**src/rtl/abus_pkg.sv**
```systemverilog
// Shared types and helpers for the bus arbiter.
// Holds the FSM state enum and the priority rotate.
package abus_pkg;

  typedef enum logic {
    IDLE = 1'b0,
    BUSY = 1'b1
  } state_e;

  localparam int MAX_N = 64;

  // Rotate the low n bits of v left by one; bit n-1 wraps to bit 0.
  function automatic logic [MAX_N-1:0] rotl1(
    input logic [MAX_N-1:0] v,
    input int               n
  );
    logic [MAX_N-1:0] r;
    r = '0;
    for (int i = 0; i < MAX_N; i++) begin
      if (i < n) begin
        if (i == n - 1) r[0] = v[i];
        else            r[i+1] = v[i];
      end
    end
    return r;
  endfunction

endpackage

```
**src/rtl/abus_rr.sv**
```systemverilog
// Combinational round-robin selector.
// Picks the first requester at or above the one-hot prio bit, wrapping.
module abus_rr #(
  parameter int N = 8
) (
  input  logic [N-1:0] req_i,
  input  logic [N-1:0] prio_i,
  output logic [N-1:0] gnt_o
);

  logic [2*N-1:0] dbl;
  logic [2*N-1:0] dgnt;

  assign dbl   = {req_i, req_i};
  assign dgnt  = dbl & ~(dbl - {{N{1'b0}}, prio_i});
  assign gnt_o = dgnt[N-1:0] | dgnt[2*N-1:N];

endmodule

```
**src/rtl/abus_arb_ctrl.sv**
```systemverilog
// Bus arbiter controller: round-robin grant with
// done/abort/timeout release and rotating priority.
module abus_arb_ctrl
  import abus_pkg::*;
#(
  parameter int N       = 8,
  parameter int TIMEOUT = 64
) (
  input  logic                 clk,
  input  logic                 rst,
  input  logic [N-1:0]         req,
  input  logic                 done,
  output logic [N-1:0]         grant,
  output logic [$clog2(N)-1:0] owner,
  output logic                 busy,
  output logic                 timeout
);

  localparam int OW = $clog2(N);
  localparam int CW = $clog2(TIMEOUT);
  localparam logic [CW-1:0] CNT_MAX = CW'(TIMEOUT - 1);

  state_e         state_q, state_d;
  logic [N-1:0]   grant_q, grant_d;
  logic [N-1:0]   prio_q, prio_d;
  logic [CW-1:0]  cnt_q, cnt_d;
  logic           timeout_q, timeout_d;

  logic [N-1:0]     arb_gnt;
  logic             arb_onehot;
  logic [MAX_N-1:0] rot_w;
  logic             own_req;
  logic             at_max;

  abus_rr #(.N(N)) u_rr (
    .req_i  (req),
    .prio_i (prio_q),
    .gnt_o  (arb_gnt)
  );

  assign arb_onehot = (arb_gnt != '0) &&
                      ((arb_gnt & (arb_gnt - N'(1))) == '0);
  assign rot_w   = rotl1(MAX_N'(grant_q), N);
  assign own_req = |(req & grant_q);
  assign at_max  = (cnt_q == CNT_MAX);

  // Next state: acquire in IDLE, hold/count/release in BUSY.
  always_comb begin
    state_d   = state_q;
    grant_d   = grant_q;
    prio_d    = prio_q;
    cnt_d     = cnt_q;
    timeout_d = 1'b0;
    unique case (state_q)
      IDLE: begin
        if (arb_onehot) begin
          state_d = BUSY;
          grant_d = arb_gnt;
          cnt_d   = '0;
        end
      end
      BUSY: begin
        if (done || !own_req || at_max) begin
          state_d   = IDLE;
          grant_d   = '0;
          cnt_d     = '0;
          prio_d    = rot_w[N-1:0];
          timeout_d = at_max && !done;
        end else if (!at_max) begin
          cnt_d = cnt_q + CW'(1);
        end
      end
      default: begin
        state_d = IDLE;
        grant_d = '0;
        cnt_d   = '0;
      end
    endcase
  end

  // State registers with synchronous reset.
  always_ff @(posedge clk) begin
    if (rst) begin
      state_q   <= IDLE;
      grant_q   <= '0;
      prio_q    <= N'(1);
      cnt_q     <= '0;
      timeout_q <= 1'b0;
    end else begin
      state_q   <= state_d;
      grant_q   <= grant_d;
      prio_q    <= prio_d;
      cnt_q     <= cnt_d;
      timeout_q <= timeout_d;
    end
  end

  // Binary owner index from the registered one-hot grant.
  always_comb begin
    owner = '0;
    for (int i = 0; i < N; i++) begin
      if (grant_q[i]) owner = OW'(i);
    end
  end

  assign grant   = grant_q;
  assign busy    = (state_q == BUSY);
  assign timeout = timeout_q;

endmodule

```
**config.mk**
```make
export PLATFORM = sky130hd
export DESIGN_NAME = abus_arb_ctrl
export DESIGN_NICKNAME = d
export VERILOG_FILES = /design/src/rtl/abus_pkg.sv /design/src/rtl/abus_rr.sv /design/src/rtl/abus_arb_ctrl.sv
export SDC_FILE = /design/constraint.sdc
export NUM_CORES = 1
export LEC_CHECK = 0
export ABC_AREA = 1
export BUFFER_PORTS_ARGS = -buffer_cell sky130_fd_sc_hd__buf_2
export CAP_MARGIN = 20
export CORE_MARGIN = 2
export CORE_UTILIZATION = 60
export DETAILED_ROUTE_END_ITERATION = 16
export MAX_ROUTING_LAYER = met4
export PLACE_DENSITY_LB_ADDON = 0.25
export SLEW_MARGIN = 20
export SYNTH_ARGS = -nofsm -noshare
export SYNTH_HDL_FRONTEND = slang
export SYNTH_HIERARCHICAL = 1
export SYNTH_SLANG_ARGS = --single-unit
```
**constraint.sdc**
```tcl
create_clock -name clk -period 6.1 [get_ports clk]
set_input_delay 0.61 -clock clk [delete_from_list [all_inputs] [get_ports clk]]
set_output_delay 0.61 -clock clk [all_outputs]
set_load 0.02 [all_outputs]
```
After elaboration in Yosys (flattened, before gate mapping)
Cells that the tools add are included.
W data, S select, Z words.
- input bits: 11
- RAM bits: 0
- memory bits (read-only): 0
- output and inout port bits: 13
- latch bits: 0
- memories kept: 0
- register bits: 24
- $lt $le $gt $ge: 0
- multipliers: 0
- reduce and logical (&&, ||, !) cells: 13
- shift operators: 0
- divide/modulo/power cells: 0
- bitwise logic cells: 7
- $add $sub $neg: 3
- muxes and demuxes: 17
- eq/ne operators: 4
- operators by type and width (operator ; number):
    $mux W3 ; 6
    $mux W6 ; 3
    $and A16 B16 Y16 ; 1
    $and A8 B8 Y8 ; 2
    $mux W8 ; 2
    $not A16 Y16 ; 1
    $pmux W8 S2 ; 1
    $sub A16 B8 Y16 ; 1
    $pmux W6 S2 ; 1
    $logic_not A8 Y1 ; 1
    $or A8 B8 Y8 ; 1
    $reduce_bool A8 Y1 ; 1
    $reduce_or A8 Y1 ; 1
    $sub A8 B1 Y8 const B ; 1
    $add A6 B1 Y6 const B ; 1
    $eq A6 B6 Y1 const B ; 1
    $reduce_and A2 Y1 ; 3
    $mux W1 ; 3
    $ne A3 B2 Y1 const B ; 1
    $reduce_or A3 Y1 ; 1
    $logic_and A1 B1 Y1 ; 2
    $logic_not A1 Y1 ; 2
    $logic_or A1 B1 Y1 ; 2
    $ne A2 B1 Y1 const B ; 1
    other kinds (3) ; 4

Logic depth before layout (Yosys ltp)
Gate-level depths: netlist (run 1).
- depth after elaboration: 10
- gate-level depth with buffers: 19
- depth with buffers taken out: 19

Modules after synthesis
Netlist (run 1), hierarchy kept.
- modules (own cells, without submodules) (module ; sequential area each (um2) ; instances ; cells an instance ; area an instance (um2)):
    abus_arb_ctrl ; 480.5 ; 1 ; 172 ; 1244.9
    abus_rr ; 0.0 ; 1 ; 121 ; 631.9

Worst setup path after synthesis (run 1)
Ideal clock, no wire load.
- path kind: in2reg
- from: in req[0]
- to: reg grant_q[2] (netlist: grant[2])
- stages on the path: 18
- data required time: 5968 ps
- data arrival time: 2485 ps
- library setup time: 132 ps
- buffers on the path: 0
- setup slack: 3482 ps
- cell sequence: inv_1 > nand2_4 > inv_1 > fa_1 > o21ai_1 > nand3_1 > nand2_1 > nand2_1 > nand3_1 > nand2_1 > nor2_1 > nand3_1 > nand2_1 > inv_1 > nor2_4 > nand3_4 > nand3_1 > a21oi_1
- cells in the longest elaborated chain, start to end: 10
- RTL lines (what ; line ; RTL):
    from (decl) ; abus_arb_ctrl.sv:11 ; input logic [N-1:0] req,
    $sub A16 B8 Y16 * ; abus_rr.sv:15 ; assign dgnt = dbl & ~(dbl - {{N{1'b0}}, prio_i});
    $not A16 Y16 * ; abus_rr.sv:15 ;
    $and A16 B16 Y16 * ; abus_rr.sv:15 ;
    $or A8 B8 Y8 * ; abus_rr.sv:16 ; assign gnt_o = dgnt[N-1:0] | dgnt[2*N-1:N];
    net arb_gnt[2] ; abus_arb_ctrl.sv:29 ; logic [N-1:0] arb_gnt;
    $sub A8 B1 Y8 ; abus_arb_ctrl.sv:42 ; ((arb_gnt & (arb_gnt - N'(1))) == '0);
    $and A8 B8 Y8 ; abus_arb_ctrl.sv:42 ;
    $logic_not A8 Y1 ; abus_arb_ctrl.sv:42 ;
    $logic_and A1 B1 Y1 ; abus_arb_ctrl.sv:41 ; assign arb_onehot = (arb_gnt != '0) &&
    $ne A2 B2 Y1 (no line) ; -- ;
    $reduce_and A2 Y1 (no line) ; -- ;
    to (signal assigned) ; abus_arb_ctrl.sv:91 ; grant_q <= grant_d;
    to (decl) ; abus_arb_ctrl.sv:24 ; logic [N-1:0] grant_q, grant_d;
Mark *: on every way through the listed nets, which the timed path passes. The rest lies on a longest branch. The select of a mux whose other input is x is not followed.
A chain may end at the register's enable or synchronous reset.

Worst setup path after layout (run 1)
Same ends and word-level chain as after synthesis.

==> impl_metrics.toml, run 1 <==
[synth]
synth_area_leaders = "dfxtp_1 26%, nand2_1 14%, nand3_1 9.9%"
yosysUniqueCellTypes = 37
synth_edf_count = 0
synth_top_area_share_pct = 25.6
ys_ff_latch = 24
async_reset_ff_share_pct = 0
synth_area_leader_cell = "dfxtp_1"
synth_warnings = 6
ys_seq_area_share_pct = 25.6
synth_flop_cell = "dfxtp_1"
synth_area_um2 = 1880
synth_nets = 313
syn_area_per_cell_um2 = 6.41
synth_cells = 293

[layout]
drive_gt1_share_pct = 16.8
areaGrowthSynthToFinish_pct = 9.27
layoutNonFillerInstCount = 348
multi_input_area_um2 = 1210
antenna_cells = 0
utilization_pct = 68.3
seq_area_um2 = 480
fillers = 292
fin_nets = 336

[pwr]
power_density_nw_per_um2 = 216
leakage_uw = 0.000968
power_uw = 443
vdd_drop_max_mv = 0.158

[clock_tree]
ctsResizeCount = 0
clkTransAtPathRegs_ns = 0.13
holdBufCountCts = 0
root_buffer = "clkbuf_4"
cts_buffers = 3
numClockSinks = 24
postCtsSetupBuffers = 0
cts_buffer_depth = 2
h-tree-depth = 1
cts_tree = "built"
clock_latency_ns = 0.32

[run]
drv_cap = 0

[setup_path]
crit_arrival_ns = 2.89
worstPathMaxFanout = 10
path_class = "input port to register"
cp_data_required_time_ns = 6.31
start_kind = "input port"
cp-end-kind = "register"

[global_route]
antenna_found_initial = 0
grtUsageTotal_pct = 29.5
grt-ovfl-total = 0
grt_max_degree = 21
grt_pass1_wl_mm = 7.83
grt_pass1_vias = 1713

[run_status]
status = "finished clean"

[drt]
drt_iter0_drc = 112
ant_nets = 0
firstDrtPassIters = 4
vias = 1910
routed_wirelength_mm = 4.55
vias_per_cell = 5.49
drc = 0
wire_per_inst_um = 13.1

[sta]
finalClockSkew_ns = 0.00979
tightest_slew_ns = 0.550
fmax_ghz = 0.373
finalSetupTns_ns = 0
hold_viol_final = 0
final-setup-viol-count = 0
rsz0062_at_grt = "no"
finalMaxSlewViolations = 0
period_minus_slack_ns = 2.68
holdWs_ns = 0.472
finalCritPeriodShare_pct = 43.9
slew_headroom_pct = 63.3

[die]
ios = 24
num_rows = 20
initial_core_util_pct = 62.5
dieArea_um2 = 3590
die_h_um = 59.9
coreArea_um2 = 3000
die_w_um = 59.9

[place]
hpwl_mm = 3.53
io_buffer_count = 23
dp_cells = 344
place.gp.congestion = 0.961

[hold_path]
hold_class = "register to register"
sequential cells by signal (all words and copies together), names as in the netlist:
name,flops
busy,1
grant,8
prio_q,8
cnt_q,6
timeout,1
per-stage QoR:
stage / setup slack (ns) / instance area (um^2)
floorplan: 3.48 / 1880
global placement: 3.13 / 2000
detailed placement: 3.10 / 2000
CTS: 3.44 / 2050
global route: 3.12 / 2050
finish: 3.42 / 2050
worst max-delay path: stages:
cell and delay (ns):
buf_2 0.12, inv_1 0.09, nand2_4 0.07, inv_1 0.05, fa_1 0.42, o21ai_1 0.16, nand3_1 0.11, nand2_1 0.10
nand2_1 0.07, nand3_1 0.07, nand2_1 0.10, nor2_1 0.13, nand3_1 0.10, nand2_1 0.07, inv_1 0.06, nor2_4 0.23
nand3_4 0.16, nand3_1 0.11, a21oi_1 0.07
report_power, final:
group	switching [uW]	internal, uW	leakage [uW]
Combinational	104	48.0	0.000746
Clock	47.8	66.5	0.0000279
Sequential	12.9	164	0.000194
Total	165	278	0.000968
per-layer routing:
layer  up-vias  part of all wire (%)  global-route usage, %
li1        998                     -                      -
met1       850                    48                   40.8
met2        53                    45                   44.3
met3         9                   4.9                   3.03
met4         0                   1.8                   10.8
met5         -                     0                      -
layout by cell type (no fill, tap or decap), drive strengths merged:
master  count
a21oi      29
a31o        1
and3        1
buf        23
bufinv      1
clkbuf      3
clkinv      1
dfxtp      24
fa          1
ha          8
inv        40
nand2      84
nand3      39
nand3b      1
nand4      11
nor2       29
nor3        3
o211ai      1
o21a        1
o21ai       8
o21bai      1
or2         2
xnor2       2
xor2        1
cell usage after synthesis, types with 3 or more instances:
cell / instances
nand2_4: 4
inv_1: 40
nand3_1: 37
nand2_2: 9
ha_1: 8
nand2_1: 71
nor2_1: 24
a21oi_1: 26
nand4_1: 11
o21ai_0: 5
dfxtp_1: 24
nor2_2: 3
nor3_1: 3
cell families after synthesis:
| kind of cell | synth area share, % |
|---|---|
| flops | 25.6 |
| xor+xnor | 1.40 |
| compound gates | 12.7 |
| simple gates | 43.8 |
| fa+ha+maj | 6.40 |
| buf+inv | 10.1 |
layout make-up:
| class | instances | share of cell area, % |
|---|---|---|
| clock buffers | 3 | 1.10 |
| repair buffers | 23 | 5.61 |
| multi-input cells | 223 | 58.9 |
| well taps | 33 | 2.01 |
| inverters | 41 | 7.50 |
| clock inverters | 1 | 1.46 |
| flip-flops and latches | 24 | 23.4 |
path summary, 6_finish.rpt:
path              cells after the start                      to              startpoint  slack [ns]
hold reg to reg                       2  prio_q[4]$_SDFFE_PP0N_  prio_q[4]$_SDFFE_PP0N_        0.47
setup / recovery                     19   grant[2]$_SDFFE_PP0P_                  req[0]        3.42
hold / removal                        2  prio_q[4]$_SDFFE_PP0N_  prio_q[4]$_SDFFE_PP0N_        0.47
setup reg to reg                     17   grant[2]$_SDFFE_PP0P_  prio_q[0]$_SDFFE_PP1N_        3.53
No activity file was read; power rests on OpenSTA's default activity.
==> run 2, diff against run 1 <==
CORE_UTILIZATION = 52   (was 60)
clock period = 2.3 ns   (was 6.1 ns; I/O delays follow)
==> run 2 against run 1 <==
The run now ends with setup timing left. Global-route usage decreased by 0.95 points. Routed wire length rose by 24%. Critical path depth decreased by 2. Via count is 15% higher. Design area rose by 27%. Largest power group is now combinational logic. Sequential power rose to 2.6 times the previous value. Critical endpoint is now grant[1]$_SDFFE_PP0P_.
==> impl_metrics.toml, run 2 (synthesis gave the netlist of run 1 again) <==
[run_status]
status = "finished, violations left"
failed_checks = "setup timing"

[die]
ios = 24
coreArea_um2 = 3390
initial_core_util_pct = 55.4
num_rows = 21
die_h_um = 64.1
die_w_um = 64.1
dieArea_um2 = 4110

[sta]
fmax_ghz = 0.419
hold_viol_final = 0
slew_headroom_pct = 60.3
finalMaxSlewViolations = 0
final-setup-viol-count = 15
rsz0062_at_grt = "yes"
setup_slack_ns = -0.0863
finalCritPeriodShare_pct = 104
tightest_slew_ns = 0.595
finalClockSkew_ns = 0.0218
period_minus_slack_ns = 2.39

[drt]
vias_per_cell = 5.47
wire_per_inst_um = 14.2
vias = 2188
drt_iter0_drc = 155
routed_wirelength_mm = 5.67
drc = 0
firstDrtPassIters = 5
ant_nets = 0

[setup_path]
start_kind = "register"
cp-end-kind = "register"
path_class = "register to register"
cp_data_required_time_ns = 2.55
crit_arrival_ns = 2.63
worstPathMaxFanout = 6
r2r_setup_slack_ns = -0.09
reg2reg_depth = 17

[layout]
fillers = 253
utilization_pct = 76.6
antenna_cells = 0
fin_nets = 375
final_common_cell = "nand2_1"
finalInstanceArea_um2 = 2600
multi_input_area_um2 = 1430
final_cell_mix = "59 x nand2_1, 37 x buf_4, 36 x inv_1, 30 x nand3_1"
drive_gt1_share_pct = 38.4
areaGrowthSynthToFinish_pct = 38.3
seq_area_um2 = 484

[place]
io_buffer_count = 23
place.gp.congestion = 0.960
post_dp_cell_area_um2 = 2280
hpwl_mm = 3.85

[pwr]
vdd_drop_max_mv = 0.493
pwr-share-clk_pct = 22.6
comb_power_share_pct = 43.4
switching_share_pct = 38.1
power_switching_uw = 526
p_int_uw = 855
pwr-share-seq_pct = 34.0
power_density_nw_per_um2 = 532
leakage_uw = 0.00118

[clock_tree]
cts_buffer_depth = 2
holdBufCountCts = 0
root_buffer = "clkbuf_4"
clock_latency_ns = 0.33
cts_buffers = 3
cts_tree = "built"
numClockSinks = 24
clkTransAtPathRegs_ns = 0.15
h-tree-depth = 1

[hold_path]
hold_depth = 3
hold_class = "input port to register"

[global_route]
grt_max_degree = 21
grtUsageTotal_pct = 28.5
grt-ovfl-total = 0
grt_pass1_wl_mm = 9.11
antenna_found_initial = 0
grt_pass1_vias = 2030

[run]
drv_cap = 0
-- run 2: changes by cell type in the layout (fill, tap and decap cells not counted), moves of 7 or more --
cell	previous run	this run
nand3_1	37	30
buf_4	0	37
nor2_1	24	17
nand2_2	9	20
nand2_1	71	59
-- run 2: final cells by class --
cell class	count	share of cell area, %
multi-input cells	223	55.2
flip-flops and latches	24	18.7
repair buffers	62	16.0
inverters	41	5.93
well taps	46	2.22
clock inverters	1	1.16
clock buffers	3	0.867
-- run 2: stage by stage --
step	total power (uW)	std cells	setup TNS, ns	hold WS, ns	worst slack, ns
5_1_grt	1440	400	-3.07	0.150	-0.246
2_1_floorplan	784	293	0	0.388	0.00505
6_report	1380	400	-0.927	0.138	-0.0863
3_3_place_gp	955	392	-1.20	0.451	-0.109
3_5_place_dp	962	392	-2.36	0.453	-0.207
4_1_cts	1310	398	-0.0899	0.138	-0.0248
-- run 2: routing by layer --
metal | GRT usage, % | routed length [um] | up-vias
met4 | 7.07 | 62 | 0
li1 | - | - | 1080
met2 | 46.4 | 2680 | 96
met1 | 37.8 | 2520 | 1001
met5 | - | 0 | -
met3 | 3.35 | 404 | 11
-- run 2: worst max-delay path, cell delays in order, from the launching register on --
cell     delay [ns]
dfxtp_2        0.36
nand2_4        0.06
inv_2          0.04
fa_2           0.40
o21ai_2        0.17
nand3_2        0.10
nand2_2        0.08
nand2_2        0.06
nand3_2        0.09
nand2_4        0.07
nor2_4         0.13
nand3_4        0.10
nand2_2        0.07
inv_2          0.04
nor2_4         0.14
buf_6          0.14
nand4_1        0.10
a21oi_1        0.16
-- run 2: path summary, 6_finish.rpt --
kind                     startpoint                endpoint
max          prio_q[0]$_SDFFE_PP1N_   grant[1]$_SDFFE_PP0P_
min                            done      timeout$_SDFF_PP0_
max reg2reg  prio_q[0]$_SDFFE_PP1N_   grant[1]$_SDFFE_PP0P_
min reg2reg  prio_q[5]$_SDFFE_PP0N_  prio_q[5]$_SDFFE_PP0N_
-- run 2: timing repair --
item,4_1_cts,5_1_grt
pin swaps,5,21
gates resized for setup,26,29
setup endpoints to repair,15,15
setup buffers,2,2
-- run 2: power by group through the flow --
stage	Sequential (uW)	Clock, uW	Combinational [uW]
3_5_place_dp	475	0	487
2_1_floorplan	478	0	306
6_report	469	312	600
5_1_grt	473	325	642
3_3_place_gp	474	0	481
4_1_cts	467	314	533
==> run 3, diff against run 2 <==
CORE_UTILIZATION = 58   (was 52)
clock period = 2.56 ns   (was 2.3 ns; I/O delays follow)
==> run 3 against run 2 <==
Critical endpoint is now busy$_SDFF_PP0_. Sequential cell count unchanged. Clock skew increased by 0.0062 ns. Clock power decreased by 11%. Cell count decreased by 7.5%. The run now ends clean. Highest routed layer unchanged. Count of clock-buffer cells in the layout unchanged. Worst setup slack improved by 0.13 ns. Utilization decreased by 0.50 points.
==> impl_metrics.toml, run 3 (synthesis gave the netlist of run 1 again) <==
[die]
num_rows = 20
ios = 24
dieArea_um2 = 3710
coreArea_um2 = 3080
die_w_um = 60.9
initial_core_util_pct = 61.0
die_h_um = 60.9

[setup_path]
slowest_stage = "fa_2"
worstReg2RegEnd = "busy$_SDFF_PP0_"
crit_family = "simple AND/OR/NAND/NOR gates"
slowest_delay_ns = 0.42
crit_start = "prio_q[0]$_SDFFE_PP1N_"
cp-end-kind = "register"
reg2reg_depth = 16
path_class = "register to register"
cp.depth = 16
cp_data_required_time_ns = 2.82
r2r_setup_slack_ns = 0.05
crit_end = "busy$_SDFF_PP0_"
start_kind = "register"
path_buf_inv = 3
crit_chain = "nand2_4 -> inv_2 -> fa_2 -> o21ai_2 -> nand2_1 -> a21oi_2 -> nor2_2 -> nor2_2 -> nand3_4 -> nand2_2 -> inv_2 -> nor2_4 -> buf_4 -> nand2_4 -> nand2_2 -> and3_1"
worstPathMaxFanout = 6
r2r_start = "prio_q[0]$_SDFFE_PP1N_"
crit_arrival_ns = 2.77

[drt]
vias = 2024
ant_nets = 0
firstDrtPassIters = 5
drc = 0
drt_iter0_drc = 166
routed_wirelength_mm = 5.12
wire_per_inst_um = 13.8
vias_per_cell = 5.47

[sta]
finalClockSkew_ns = 0.0280
setup_slack_ns = 0.0460
hold_viol_final = 0
holdWs_ns = 0.163
finalSetupTns_ns = 0
fmax_ghz = 0.398
final-setup-viol-count = 0
finalCritPeriodShare_pct = 98.2
slew_headroom_pct = 64.2
period_minus_slack_ns = 2.51
rsz0062_at_grt = "yes"
finalMaxSlewViolations = 0
tightest_slew_ns = 0.537

[layout]
seq_area_um2 = 484
multi_input_area_um2 = 1410
areaGrowthSynthToFinish_pct = 24.8
fin_nets = 347
fillers = 261
layoutNonFillerInstCount = 370
antenna_cells = 0
final_cell_mix = "61 x nand2_1, 38 x inv_1, 28 x nand3_1"
final_common_cell = "nand2_1"
drive_gt1_share_pct = 32.2

[global_route]
grt_pass1_wl_mm = 7.55
antenna_found_initial = 0
grt_pass1_vias = 1667
grt-ovfl-total = 0
grt_max_degree = 21
grtUsageTotal_pct = 27.7

[clock_tree]
root_buffer = "clkbuf_4"
h-tree-depth = 1
cts_buffers = 3
clock_latency_ns = 0.33
cts_tree = "built"
numClockSinks = 24
clkTransAtPathRegs_ns = 0.15
holdBufCountCts = 0
cts_buffer_depth = 2

[place]
post-place-ws_ns = -0.0493
dp_cells = 359
hpwl_mm = 3.49
place.gp.congestion = 0.923
io_buffer_count = 23

[pwr]
vdd_drop_max_mv = 0.377
power_density_nw_per_um2 = 498
leakage_uw = 0.00103

[run]
drv_cap = 0

[run_status]
status = "finished clean"

[hold_path]
hold_class = "input port to register"
-- run 3: cell count changes in the layout (fill, tap and decap cells not counted), moves of 3 or more --
cell / previous run / this run
buf_4: 37 / 8
nor2_2: 4 / 10
dfxtp_2: 3 / 0
nor2_4: 8 / 5
-- run 3: layout make-up --
| cell class | instances | share of cell area (%) |
|---|---|---|
| clock buffers | 3 | 0.962 |
| clock inverters | 1 | 1.28 |
| inverters | 41 | 6.57 |
| multi-input cells | 225 | 60.2 |
| flip-flops and latches | 24 | 20.7 |
| well taps | 44 | 2.35 |
| repair buffers | 32 | 7.96 |
-- run 3: timing repair --
| item | 4_1_cts | 5_1_grt |
|---|---|---|
| hold endpoints to repair | 0 | 0 |
| gates cloned | 1 | 1 |
| gates resized for setup | 3 | 48 |
| endpoints found under the setup margin | 9 | 15 |
| buffers inserted | 0 | 5 |
| pin swaps | 1 | 17 |
-- run 3: where the power goes --
part,switching (uW),internal [uW]
Sequential,30.2,392
Combinational,302,165
Clock,119,158
-- run 3: worst reg2reg max path, delay by kind of cell (launching register included) --
kind	cells	cell delay, ns
AOI/OAI and AO/OA	2	0.33
adders and majority gates	1	0.42
buffers and inverters	3	0.24
DFF	1	0.38
and+or+nand+nor	10	1.12
-- run 3: worst min path at each step --
stage | cells after the start | slack, ns | to | start
5_1_grt | 3 | 0.18 | timeout$_SDFF_PP0_ | done
3_3_place_gp | 2 | 0.45 | prio_q[2]$_SDFFE_PP0N_ | prio_q[2]$_SDFFE_PP0N_
6_report | 3 | 0.16 | timeout$_SDFF_PP0_ | done
2_1_floorplan | 2 | 0.41 | timeout$_SDFF_PP0_ | done
4_1_cts | 3 | 0.17 | timeout$_SDFF_PP0_ | done
3_5_place_dp | 2 | 0.46 | prio_q[4]$_SDFFE_PP0N_ | prio_q[4]$_SDFFE_PP0N_
-- run 3: routing by layer --
| metal | up-vias | GRT usage, % | routed length, um |
|---|---|---|---|
| met3 | 6 | 1.92 | 331 |
| met5 | - | - | 0 |
| met2 | 82 | 41.6 | 2430 |
| met4 | 0 | 4.66 | 34 |
| met1 | 907 | 41.4 | 2320 |
| li1 | 1029 | - | - |
-- run 3: per-stage QoR --
step	cell area (um^2)	util, %	total power [uW]
final	2340	76.1	1170
after CTS	2110	68.5	1070
after floorplan	1880	-	704
after global routing	2340	76.1	1230
after global placement	2040	66.3	787
after detailed placement	2040	66.3	791
